==> src/rtl/imem_pkg.sv <==
// imem_pkg: shared constants and state encoding for the instruction-memory loader.
package imem_pkg;
    localparam int IMEM_DEPTH = 256;
    localparam int IMEM_AW    = 8;
    localparam int HDR_BYTES  = 2;
    typedef enum logic [2:0] {IDLE, HDR0, HDR1, DATA, DONE} state_t;
endpackage

==> src/rtl/byte_word_packer.sv <==
// byte_word_packer: assembles little-endian bytes into 32-bit words, pulsing word_valid on lane 3.
module byte_word_packer (
    input  logic        clk,
    input  logic        rst,
    input  logic        clr,
    input  logic        en,
    input  logic [7:0]  data,
    output logic        word_valid,
    output logic [31:0] word
);
    logic [1:0]  lane;
    logic [23:0] acc;
    assign word_valid = en && lane == 2'd3;
    assign word       = {data, acc};
    always_ff @(posedge clk) begin
        if (rst || clr) begin
            lane <= '0;
            acc  <= '0;
        end else if (en) begin
            lane <= lane + 2'd1;
            if (lane != 2'd3) acc[{lane, 3'b000} +: 8] <= data;
        end
    end
endmodule

==> src/rtl/imem_loader_ctrl.sv <==
// imem_loader_ctrl: loads a length-prefixed byte stream into instruction memory while holding the core.
module imem_loader_ctrl
    import imem_pkg::*;
#(
    parameter int DEPTH = IMEM_DEPTH,
    parameter int AW    = IMEM_AW
) (
    input  logic          clk,
    input  logic          rst,
    input  logic          load_start,
    input  logic          in_valid,
    input  logic [7:0]    in_data,
    output logic          in_ready,
    output logic          mem_we,
    output logic [AW-1:0] mem_waddr,
    output logic [31:0]   mem_wdata,
    output logic          cpu_hold,
    output logic          load_busy,
    output logic          load_err,
    output logic [15:0]   words_loaded
);
    localparam logic [15:0] DEPTH16 = 16'(DEPTH);
    state_t      state, state_n;
    logic [7:0]  n_lo;
    logic [15:0] n_cnt, word_idx, hdr_n;
    logic        xfer, start_ok, word_valid, last_word, keep;
    logic [31:0] word;
    assign in_ready  = state == HDR0 || state == HDR1 || state == DATA;
    assign xfer      = in_valid && in_ready;
    assign start_ok  = state == IDLE && load_start;
    assign hdr_n     = {in_data, n_lo};
    assign last_word = word_valid && word_idx == n_cnt - 16'd1;
    // words past the memory end are still consumed but never written
    assign keep      = word_valid && word_idx < DEPTH16;
    byte_word_packer u_packer (
        .clk        (clk),
        .rst        (rst),
        .clr        (start_ok),
        .en         (xfer && state == DATA),
        .data       (in_data),
        .word_valid (word_valid),
        .word       (word)
    );
    always_comb begin
        state_n = state;
        case (state)
            IDLE:    state_n = load_start ? HDR0 : IDLE;
            HDR0:    state_n = in_valid ? HDR1 : HDR0;
            HDR1:    state_n = !in_valid ? HDR1 : (hdr_n == 16'd0 ? DONE : DATA);
            DATA:    state_n = last_word ? DONE : DATA;
            DONE:    state_n = IDLE;
            default: state_n = IDLE;
        endcase
    end
    always_ff @(posedge clk) begin
        if (rst) begin
            state        <= IDLE;
            n_lo         <= '0;
            n_cnt        <= '0;
            word_idx     <= '0;
            mem_we       <= 1'b0;
            mem_waddr    <= '0;
            mem_wdata    <= '0;
            cpu_hold     <= 1'b0;
            load_busy    <= 1'b0;
            load_err     <= 1'b0;
            words_loaded <= '0;
        end else begin
            state     <= state_n;
            cpu_hold  <= state_n != IDLE;
            load_busy <= state_n != IDLE;
            mem_we    <= keep;
            if (keep) begin
                mem_waddr    <= word_idx[AW-1:0];
                mem_wdata    <= word;
                words_loaded <= word_idx + 16'd1;
            end
            if (word_valid) word_idx <= word_idx + 16'd1;
            if (state == HDR0 && xfer) n_lo <= in_data;
            if (state == HDR1 && xfer) begin
                n_cnt    <= hdr_n;
                load_err <= hdr_n > DEPTH16;
            end
            if (start_ok) begin
                load_err     <= 1'b0;
                words_loaded <= '0;
                word_idx     <= '0;
            end
        end
    end
endmodule

==> config.mk <==
export PLATFORM = sky130hd
export DESIGN_NAME = imem_loader_ctrl
export DESIGN_NICKNAME = d
export VERILOG_FILES = /design/src/rtl/imem_pkg.sv /design/src/rtl/byte_word_packer.sv /design/src/rtl/imem_loader_ctrl.sv
export SDC_FILE = /design/constraint.sdc
export NUM_CORES = 1
export LEC_CHECK = 0
export CAP_MARGIN = 0
export CORE_MARGIN = 2
export CORE_UTILIZATION = 55
export DETAILED_ROUTE_END_ITERATION = 8
export PLACE_DENSITY = 0.78
export SYNTH_ARGS = -nofsm -noshare
export SYNTH_HDL_FRONTEND = slang
export SYNTH_SLANG_ARGS = --single-unit
==> constraint.sdc <==
create_clock -name clk -period 2.9 [get_ports clk]
set_clock_uncertainty 0.2 [all_clocks]
set_input_delay 0.58 -clock clk [delete_from_list [all_inputs] [get_ports clk]]
set_output_delay 0.58 -clock clk [all_outputs]
set_load 0.1 [all_outputs]
==> impl_results.md, run 1 <==
* CTS Root Buffer Type: clkbuf_8
* Final worst slack at 311 ps
* # DRC at 0
* Final Hold Viols at 0
* Starting density of the core at 0.562
* Core area at 9680 µm²
* Area share of the largest cell type after synthesis at 0.471
* Yosys cell types at 56
* Fin Setup TNS at 0 ps
* Synth area leader: dfxtp_1
* Psw at 973 µW
* Pins Over Slew Limit at 0
* Inst Count DP at 846
* Row Count at 36
* Area occupied by multi-input gates at 2650 µm²
* Largest net degree at the start of global routing at 58
* Ys flop type: dfxtp_1
* Reg area at 2560 µm²
* Synth Area per Inst at 8.17 µm²
* Total GRT Usage at 0.266
* Largest cells by area after synthesis: dfxtp_1 (47%), nand2_1 (11%), a21oi_1 (8.5%), xnor2_1 (3.9%), nor2_1 (3.2%)
* First-pass GRT wire length at 22,000 µm
* CTS resizes at 0
* Dpl ws at 108 ps
* HP Class: in2reg
* Post-synth EDFFs at 0
* Placer Congestion at 0.879
* Register share of total power at 0.422
* Final cycle utilization of the critical path at 0.893
* DRT antenna net count at 0
* Vias per cell at 5.67
* Mapped Cells at 666
* DRT Pass-1 Iters at 8
* Fin nets at 751
* Initial antenna violation count at 0
* Pwr dens at 627 nW/µm²
* RSZ-0062 raised after global routing: no
* FF+latch count, synth at 128
* Synth-to-layout area growth at 24.6%
* Crit path DAT at 2770 ps
* CTS sink count at 128
* Detailed placer's ending HPWL at 9090 µm
* Gate power share at 0.058
* Avg WL per Cell at 15.5 µm
* Syn Nets at 685
* Post-Route WL at 13,600 µm
* Clock share of power at 0.520
* CTS buffer count at 17
* Clock transition at the registers of the reported paths at 60 ps
* GR Overflow Total at 0
* Setup Buffers After CTS at 0
* Die area at 10,700 µm²
* Final Cell Area at 6780 µm²
* Vias in the first global route at 4,715
* First DRT Iteration DRCs at 237
* Max cap viols at 0
* Worst-Skew Late Latency at 510 ps
* Post-layout minimum cycle time at 2590 ps
* Setup Crit Path Kind: reg2reg
* P_leak at 2.55 nW
* Status: finished, final reports clean
* CTS Hold Bufs at 0
* Vias at 4,979
* Buffer levels on the longest clock path at 2
* H-tree depth at 4
* Synth Warn # at 0
* Area after DPL at 6150 µm²
* CP Data Required Time at 3080 ps
* Crit. End Element: flop
* Peak VDD IR at 0.000473 V
* Post-Synthesis Cell Area at 5440 µm²
* CTS tree: done
* Switching part of the total power at 0.229
* Port Buffers at 72
* Relative slew slack at 0.614
* Synth async-reset ratio at 0
* Antenna diode count at 0
* Ratio of cells with drive above 1 in the final layout at 0.170
* Non-Filler Instances at 878
* Fmax at 386 MHz
* Register area share after synthesis at 0.471
* Internal Power at 3.28 mW
* Filler cells at 767
* Final core utilization at 0.700
* Slew @ Worst Pin at 579 ps
* Critical path fanouts, max at 7
* Die Y at 103 µm
* Startpoint Class: flop
* Setup Viol. Count Final at 0
* Die Span X at 103 µm
* IO Count at 73
synth_stat cells, types with 2 or more instances:
master	instances
nand2_1	160
dfxtp_1	128
a21oi_1	92
nor2_1	46
clkbuf_1	29
nand3_1	29
xnor2_1	24
and3_1	17
xor2_1	16
buf_2	10
inv_1	9
mux2i_1	9
nor4_1	8
a211oi_1	7
ha_1	7
nor3_1	7
o21ai_0	6
a31oi_1	5
buf_4	5
and2_1	4
nand4_1	4
or3_1	4
nor3b_1	3
nand4b_1	2
nor2b_1	2
nor3_2	2
o31a_1	2
flip-flops by register name, summed over array words and instances, names as in the netlist:
signal,count
load_busy,1
load_err,1
mem_waddr,8
mem_wdata,32
mem_we,1
n_cnt,16
n_lo,8
state,3
u_packer.acc,24
u_packer.lane,2
word_idx,16
words_loaded,16
routing by layer:
layer | up-vias | share of wire | track usage
li1 | 2397 | - | -
met1 | 2341 | 0.40 | 0.305
met2 | 194 | 0.51 | 0.469
met3 | 47 | 0.055 | 0.0591
met4 | 0 | 0.035 | 0.124
met5 | - | 0 | 0
per-stage QoR:
step | hold slack [ps] | total power [mW]
2_1_floorplan | 232 | 1.99
3_3_place_gp | 238 | 2.07
3_5_place_dp | 246 | 2.07
4_1_cts | 192 | 4.26
5_1_grt | 202 | 4.37
6_report | 198 | 4.25
placed cells by master, fill, tap and decap left out, types with 3 or more instances in the layout:
| master | n |
|---|---|
| a211oi_1 | 7 |
| a21oi_1 | 92 |
| a31oi_1 | 5 |
| and2_1 | 4 |
| and3_1 | 17 |
| buf_4 | 80 |
| bufinv_16 | 4 |
| clkbuf_16 | 16 |
| clkdlybuf4s50_1 | 10 |
| clkinv_2 | 3 |
| dfxtp_1 | 128 |
| ha_1 | 7 |
| inv_1 | 9 |
| mux2i_1 | 9 |
| nand2_1 | 160 |
| nand3_1 | 28 |
| nand4_1 | 4 |
| nor2_1 | 46 |
| nor3_1 | 7 |
| nor3b_1 | 3 |
| nor4_1 | 8 |
| o21ai_0 | 6 |
| or3_1 | 4 |
| xnor2_1 | 24 |
| xor2_1 | 16 |
cell type report:
class	instances	share of cell area
clock buffers	19	0.0637
clock inverters	13	0.0273
inverters	9	0.00498
multi-input cells	483	0.391
flip-flops and latches	128	0.378
well taps	133	0.0245
repair buffers	93	0.110
worst max-delay path, cell delays in order (launching register included):
cell and delay, ps:
dfxtp_1 360, inv_1 80, ha_1 270, or4b_4 530
nor4_1 240, xnor2_1 160, o2111ai_1 150, nor4_2 320
o32ai_1 150
kinds of logic (layout without fill, tap and decap cells):
family	count (synthesis)	in the layout	share of synthesized area
AND/OR/NAND/NOR	302	302	0.259
AO/OA/AOI/OAI	124	124	0.127
adder cells (fa/ha/maj)	7	7	0.0161
buffers and inverters	55	134	0.0439
multiplexers	10	10	0.0186
XOR/XNOR	40	40	0.0644
flip-flops	128	128	0.471
worst paths after layout:
kind / endpoint / startpoint / slack, ps / cells after the start
max: state[1] / n_cnt[0] / 310 / 8
min: n_cnt[13] / rst / 200 / 2
max reg2reg: state[1] / n_cnt[0] / 310 / 8
min reg2reg: mem_waddr[6] / mem_waddr[6] / 250 / 2
power groups by stage:
stage          registers [mW]  logic (mW)  clock network (mW)
5_1_grt                  1.80       0.262                2.31
4_1_cts                  1.79       0.245                2.22
3_5_place_dp             1.83       0.242                   0
6_report                 1.79       0.246                2.21
2_1_floorplan            1.84       0.153                   0
3_3_place_gp             1.83       0.237                   0
No activity file was read; power rests on OpenSTA's default activity.
==> inputs of run 2 (changes only) <==
--- a/config.mk
+++ b/config.mk
@@ -8,8 +8,9 @@
 export CAP_MARGIN = 0
 export CORE_MARGIN = 2
 export CORE_UTILIZATION = 55
+export CTS_CLUSTER_SIZE = 40
 export DETAILED_ROUTE_END_ITERATION = 8
-export PLACE_DENSITY = 0.78
+export PLACE_DENSITY = 0.84
 export SYNTH_ARGS = -nofsm -noshare
 export SYNTH_HDL_FRONTEND = slang
 export SYNTH_SLANG_ARGS = --single-unit
==> run 2 against run 1 <==
Final cell count is the same. Setup slack lost 75 ps. Wire length shrank 2.5%. Count of clock-buffer cells in the layout grew 2. Non-clock buffer count is the same. Via count shrank 2.5%. Register-to-register slack lost 80 ps. Largest cell class unchanged. Largest power group unchanged.
==> impl_results.md, run 2 (synthesized netlist as in run 1, its figures left out) <==
* First DRT Iteration DRCs at 281 (+19%)
* Total GRT Usage at 0.259 (-0.00665)
* RR Startpoint: n_cnt[0]
* Hold Crit Depth at 2 (unchanged)
* Most frequent cells in the layout: nand2_1 (160), dfxtp_1 (128), a21oi_1 (92)
* Hold Crit Endpoint: n_cnt[12]
* Avg WL per Cell at 15.1 µm (-2.5%)
* Clock share of power at 0.488 (-0.032)
* Worst r2r dst: state[1]
* Setup Crit Path Kind: reg2reg
* Port Buffers at 72 (unchanged)
* P_leak at 2.49 nW (-2.3%)
* IO Count at 73 (unchanged)
* Detailed placer's ending HPWL at 8960 µm (-1.4%)
* Vias at 4,853 (-2.5%)
* Status: finished, final reports clean
* Register share of total power at 0.449 (+0.027)
* # DRC at 0 (unchanged)
* Vias in the first global route at 4,643 (-1.5%)
* Setup Buffers After CTS at 0 (unchanged)
* Gate power share at 0.062 (+0.004)
* Starting density of the core at 0.562 (unchanged)
* Initial antenna violation count at 0 (unchanged)
* Row Count at 36 (unchanged)
* Fin nets at 751 (unchanged)
* CTS sink count at 128 (unchanged)
* RSZ-0062 raised after global routing: no
* CP Data Required Time at 3080 ps (about the same)
* Largest net degree at the start of global routing at 58 (unchanged)
* Antenna diode count at 0 (unchanged)
* Pwr dens at 596 nW/µm² (-4.9%)
* Final cycle utilization of the critical path at 0.919 (+0.0259)
* Critical path fanouts, max at 7 (unchanged)
* Die area at 10,700 µm² (unchanged)
* Core area at 9680 µm² (unchanged)
* DRT Pass-1 Iters at 5 (-3)
* Switching part of the total power at 0.243 (+0.0144)
* Post-Route WL at 13,200 µm (-2.5%)
* Buffer levels on the longest clock path at 2 (unchanged)
* CTS Hold Bufs at 0 (unchanged)
* CTS Root Buffer Type: clkbuf_8
* Startpoint Class: flop
* Vias per cell at 5.53 (-2.5%)
* Non-Filler Instances at 878 (unchanged)
* Commonest non-fill, non-tap cell in the layout: nand2_1
* Relative slew slack at 0.622 (+0.00809)
* Largest Register: mem_wdata
* Pins Over Slew Limit at 0 (unchanged)
* Internal Power at 3.02 mW (-7.8%)
* Fmax at 375 MHz (-2.8%)
* CTS resizes at 0 (unchanged)
* Max cap viols at 0 (unchanged)
* Slew @ Worst Pin at 567 ps (-12.1 ps)
* Crit. End Element: flop
* H-tree depth at 4 (unchanged)
* Hold_sp: rst
* Clock transition at the registers of the reported paths at 60 ps (about the same)
* DRT antenna net count at 0 (unchanged)
* Inst Count DP at 846 (unchanged)
* Placer Congestion at 0.911 (+3.7%)
* Final Hold Viols at 0 (unchanged)
* CTS tree: done
* Worst setup path startpoint: n_cnt[0]
* Internal reg-to-reg setup slack at 240 ps (-80 ps)
* CTS buffer count at 17 (unchanged)
* Die Span X at 103 µm (unchanged)
* Max reg flops at 32 (unchanged)
* GR Overflow Total at 0 (unchanged)
* Worst-Skew Late Latency at 520 ps (about the same)
* Setup Viol. Count Final at 0 (unchanged)
* R2R cell count at 8 (unchanged)
* Psw at 972 µW (-0.12%)
* Synth-to-layout area growth at 23.2%
* Peak VDD IR at 0.000386 V (-18%)
* HP Class: in2reg
* Die Y at 103 µm (unchanged)
* Ratio of cells with drive above 1 in the final layout at 0.168 (-0.00268)
* Largest registers: mem_wdata: 32 flops, u_packer.acc: 24 flops
* Post-layout minimum cycle time at 2660 ps (+75.1 ps)
* Hold_ws at 198 ps (-0.753 ps)
* Crit path DAT at 2840 ps (+70 ps)
* First-pass GRT wire length at 21,500 µm (-2.0%)
==> run 2: cell count changes in the layout (fill, tap and decap cells not counted) <==
| cell | before | now |
|---|---|---|
| bufinv_16 | 4 | 1 |
| clkbuf_1 | 1 | 3 |
| clkinv_2 | 3 | 1 |
| clkinv_4 | 2 | 4 |
| clkinvlp_4 | 2 | 4 |
| inv_6 | 2 | 1 |
| nor4b_2 | 0 | 1 |
| nor4b_4 | 1 | 0 |
==> run 2: worst max path at each step <==
stage / endpoint / slack (ps) / depth (start not counted)
after CTS: state[1] / 270 / 8
after floorplan: in_ready / 380 / 2
after global routing: state[1] / 120 / 8
final: state[1] / 240 / 8
after detailed placement: state[1] / -10 / 7
after global placement: state[1] / 50 / 7
==> run 2: final cells by class <==
type	count	area, µm²
inverter	9	33.8
clock buffer	21	439
multi-input combinational	483	2650
timing repair buffer	93	746
tap	133	166
clock inverter	11	109
sequential	128	2560
fill	745	2980
==> run 2: critical path, cell delays in order, from the launching register on <==
cell       delay [ps]
dfxtp_1           350
inv_1              70
ha_1              250
or4b_4            530
nor4_1            260
xnor2_1           170
o2111ai_1         140
nor4_2            390
o32ai_1           170
==> run 2: power by group through the flow <==
stage          logic (mW)  clock network (mW)  registers (mW)
3_5_place_dp        0.245                   0            1.83
6_report            0.249                1.95            1.79
4_1_cts             0.246                1.96            1.79
2_1_floorplan       0.153                   0            1.84
5_1_grt             0.267                2.05            1.79
3_3_place_gp        0.239                   0            1.83
==> run 2: per-stage QoR <==
stage,utilization,setup TNS [ps],worst slack (ps),area (µm²),total power [mW]
6_report,0.692,0,236,6700,3.99
5_1_grt,0.692,0,124,6700,4.11
4_1_cts,0.692,0,265,6700,4.00
3_5_place_dp,0.635,-12.3,-12.3,6150,2.08
3_3_place_gp,0.635,0,48.1,6150,2.07
2_1_floorplan,-,0,379,5440,1.99
==> run 2: per-layer routing <==
| layer | up-vias | wire [µm] | track usage |
|---|---|---|---|
| li1 | 2394 | - | - |
| met1 | 2276 | 5790 | 0.319 |
| met2 | 147 | 6510 | 0.438 |
| met3 | 36 | 575 | 0.0538 |
| met4 | 0 | 367 | 0.114 |
| met5 | - | 0 | 0 |
==> inputs of run 3 (changes only) <==
--- a/config.mk
+++ b/config.mk
@@ -10,6 +10,7 @@
 export CORE_UTILIZATION = 55
 export CTS_CLUSTER_SIZE = 40
 export DETAILED_ROUTE_END_ITERATION = 8
+export GPL_TIMING_DRIVEN = 0
 export PLACE_DENSITY = 0.84
 export SYNTH_ARGS = -nofsm -noshare
 export SYNTH_HDL_FRONTEND = slang
==> run 3 against run 2 <==
Sequential cell count did not move. Die area stayed put. Maximum frequency down 6.4%. Critical path type is now reg2out. Critical endpoint is now load_busy.
==> impl_results.md, run 3 (synthesized netlist as in run 1, its figures left out) <==
* Status: finished, final reports clean
* CP Data Required Time at 2120 ps (-960 ps)
* Final cycle utilization of the critical path at 0.981 (+0.0626)
* Die Span X at 103 µm (unchanged)
* CTS Root Buffer Type: clkbuf_8
* Reg area at 2560 µm² (unchanged)
* Setup Crit Path Kind: reg2out
* Initial antenna violation count at 0 (unchanged)
* Starting density of the core at 0.562 (unchanged)
* HP Class: reg2reg
* Fin Setup TNS at 0 ps (unchanged)
* CP bufs+invs at 2 (+1)
* Post-Route WL at 14,800 µm (+12%)
* Fmax at 351 MHz (-6.4%)
* # DRC at 0 (unchanged)
* Vias at 5,167 (+6.5%)
* Antenna diode count at 0 (unchanged)
* Commonest non-fill, non-tap cell in the layout: nand2_1
* Pins Over Slew Limit at 0 (unchanged)
* Setup Viol. Count Final at 0 (unchanged)
* DRT Pass-1 Iters at 5 (unchanged)
* Largest net degree at the start of global routing at 17 (-71%)
* Pwr dens at 620 nW/µm² (+4.0%)
* Fin nets at 774 (+3.1%)
* Slowest-stage cell, CP: clkdlybuf4s50_1
* CTS buffer count at 17 (unchanged)
* Core area at 9680 µm² (unchanged)
* Row Count at 36 (unchanged)
* Crit. End Element: output port
* Max cap viols at 0 (unchanged)
* Most frequent cells in the layout: nand2_1 (160), dfxtp_1 (128), a21oi_1 (92)
* Post-layout minimum cycle time at 2850 ps (+182 ps)
* Startpoint Class: flop
* Worst-Skew Late Latency at 520 ps (about the same)
* Max reg flops at 32 (unchanged)
* Crit path DAT at 2070 ps (-770 ps)
* First-pass GRT wire length at 23,900 µm (+11%)
* Largest Register: mem_wdata
* Buffer levels on the longest clock path at 2 (unchanged)
* Critical path fanouts, max at 2 (-5)
* Port Buffers at 70 (-2.8%)
* Peak VDD IR at 0.000443 V (+15%)
* Total GRT Usage at 0.287 (+0.0285)
* CP top delay family: buffers and inverters
* Avg WL per Cell at 16.5 µm (+9.2%)
* Relative slew slack at 0.325 (-0.296)
* CTS tree: done
* Worst stage delay on the critical path at 1120 ps (+590 ps)
* Final Hold Viols at 0 (unchanged)
* P_leak at 2.42 nW (-3.0%)
* Slew @ Worst Pin at 1010 ps (+441 ps)
* Die Y at 103 µm (unchanged)
* Synth-to-layout area growth at 27.2%
* Die area at 10,700 µm² (unchanged)
* RSZ-0062 raised after global routing: no
* Ratio of cells with drive above 1 in the final layout at 0.0757 (-0.0921)
* First DRT Iteration DRCs at 360 (+28%)
* Largest registers: mem_wdata: 32 flops, u_packer.acc: 24 flops
* Vias in the first global route at 4,987 (+7.4%)
* Clock transition at the registers of the reported paths at 60 ps (about the same)
* Total Power at 4.29 mW (+7.5%)
* Area occupied by multi-input gates at 2640 µm² (-0.19%)
* Filler cells at 711 (-4.6%)
* DRT antenna net count at 0 (unchanged)
* Placer Congestion at 0.878 (-3.7%)
* Crit path cell chain: buf_4, clkdlybuf4s50_1
* GR Overflow Total at 0 (unchanged)
* Detailed placer's ending HPWL at 10,100 µm (+12%)
* Setup Buffers After CTS at 0 (unchanged)
* IO Count at 73 (unchanged)
* H-tree depth at 4 (unchanged)
* Vias per cell at 5.75 (+4.0%)
* CTS sink count at 128 (unchanged)
-- run 3: cell types whose count changed in the layout (fill, tap and decap cells not counted), moves of 2 or more --
cell / delta
buf_12: -2
buf_2: +9
buf_4: -75
bufinv_16: +4
clkbuf_1: +27
clkbuf_2: +2
clkdlybuf4s50_1: +59
clkinv_2: +2
clkinv_4: -3
clkinvlp_4: -2
-- run 3: report_power, final --
group	leakage, nW	switching, mW	internal, mW
clock	0.300	0.756	1.49
combinational	1.09	0.178	0.0720
sequential	1.03	0.0178	1.78
-- run 3: final cells by class --
class	instances	area share
clock buffer	19	0.0623
timing repair buffer	70	0.100
multi-input combinational	483	0.381
buffer	46	0.0296
sequential	128	0.370
inverter	9	0.00488
clock inverter	11	0.0273
tap	133	0.0240
-- run 3: final timing paths --
| kind | depth (start not counted) | startpoint | to | slack [ps] |
|---|---|---|---|---|
| worst max-delay path | 2 | load_busy | load_busy | 50 |
| worst min-delay path | 2 | u_packer.acc[14] | mem_wdata[14] | 250 |
| worst max register to register | 8 | n_cnt[0] | state[1] | 90 |
| worst min register to register | 2 | u_packer.acc[14] | mem_wdata[14] | 250 |
-- run 3: worst register-to-register path, cell delays in order, from the launching register on --
cell,delay [ps]
dfxtp_1,360
inv_1,80
ha_1,290
or4b_4,540
nor4_1,250
xnor2_1,160
o2111ai_1,170
nor4_2,440
o32ai_1,180
-- run 3: what timing repair did --
item                                    CTS  global route
resized for setup                         1             2
pin swaps                                 0             1
hold buffers                              0             0
gates cloned                              0             0
endpoints found under the setup margin    1             2
-- run 3: metal layers --
metal | GRT usage | wire length (µm) | up-vias
li1 | - | - | 2437
met4 | 0.116 | 418 | 0
met5 | 0 | 0 | -
met1 | 0.350 | 6090 | 2464
met2 | 0.486 | 7330 | 222
met3 | 0.0726 | 975 | 44
-- run 3: through the flow --
step / util / hold slack, ps / instance area, µm² / setup slack, ps / instances
CTS: 0.715 / 257 / 6930 / 47.6 / 899
finish: 0.715 / 254 / 6920 / 54.3 / 899
detailed placement: 0.651 / 248 / 6310 / -212 / 869
floorplan: - / 232 / 5440 / 379 / 666
global placement: 0.651 / 238 / 6310 / -149 / 869
global route: 0.715 / 268 / 6920 / 6.62 / 899
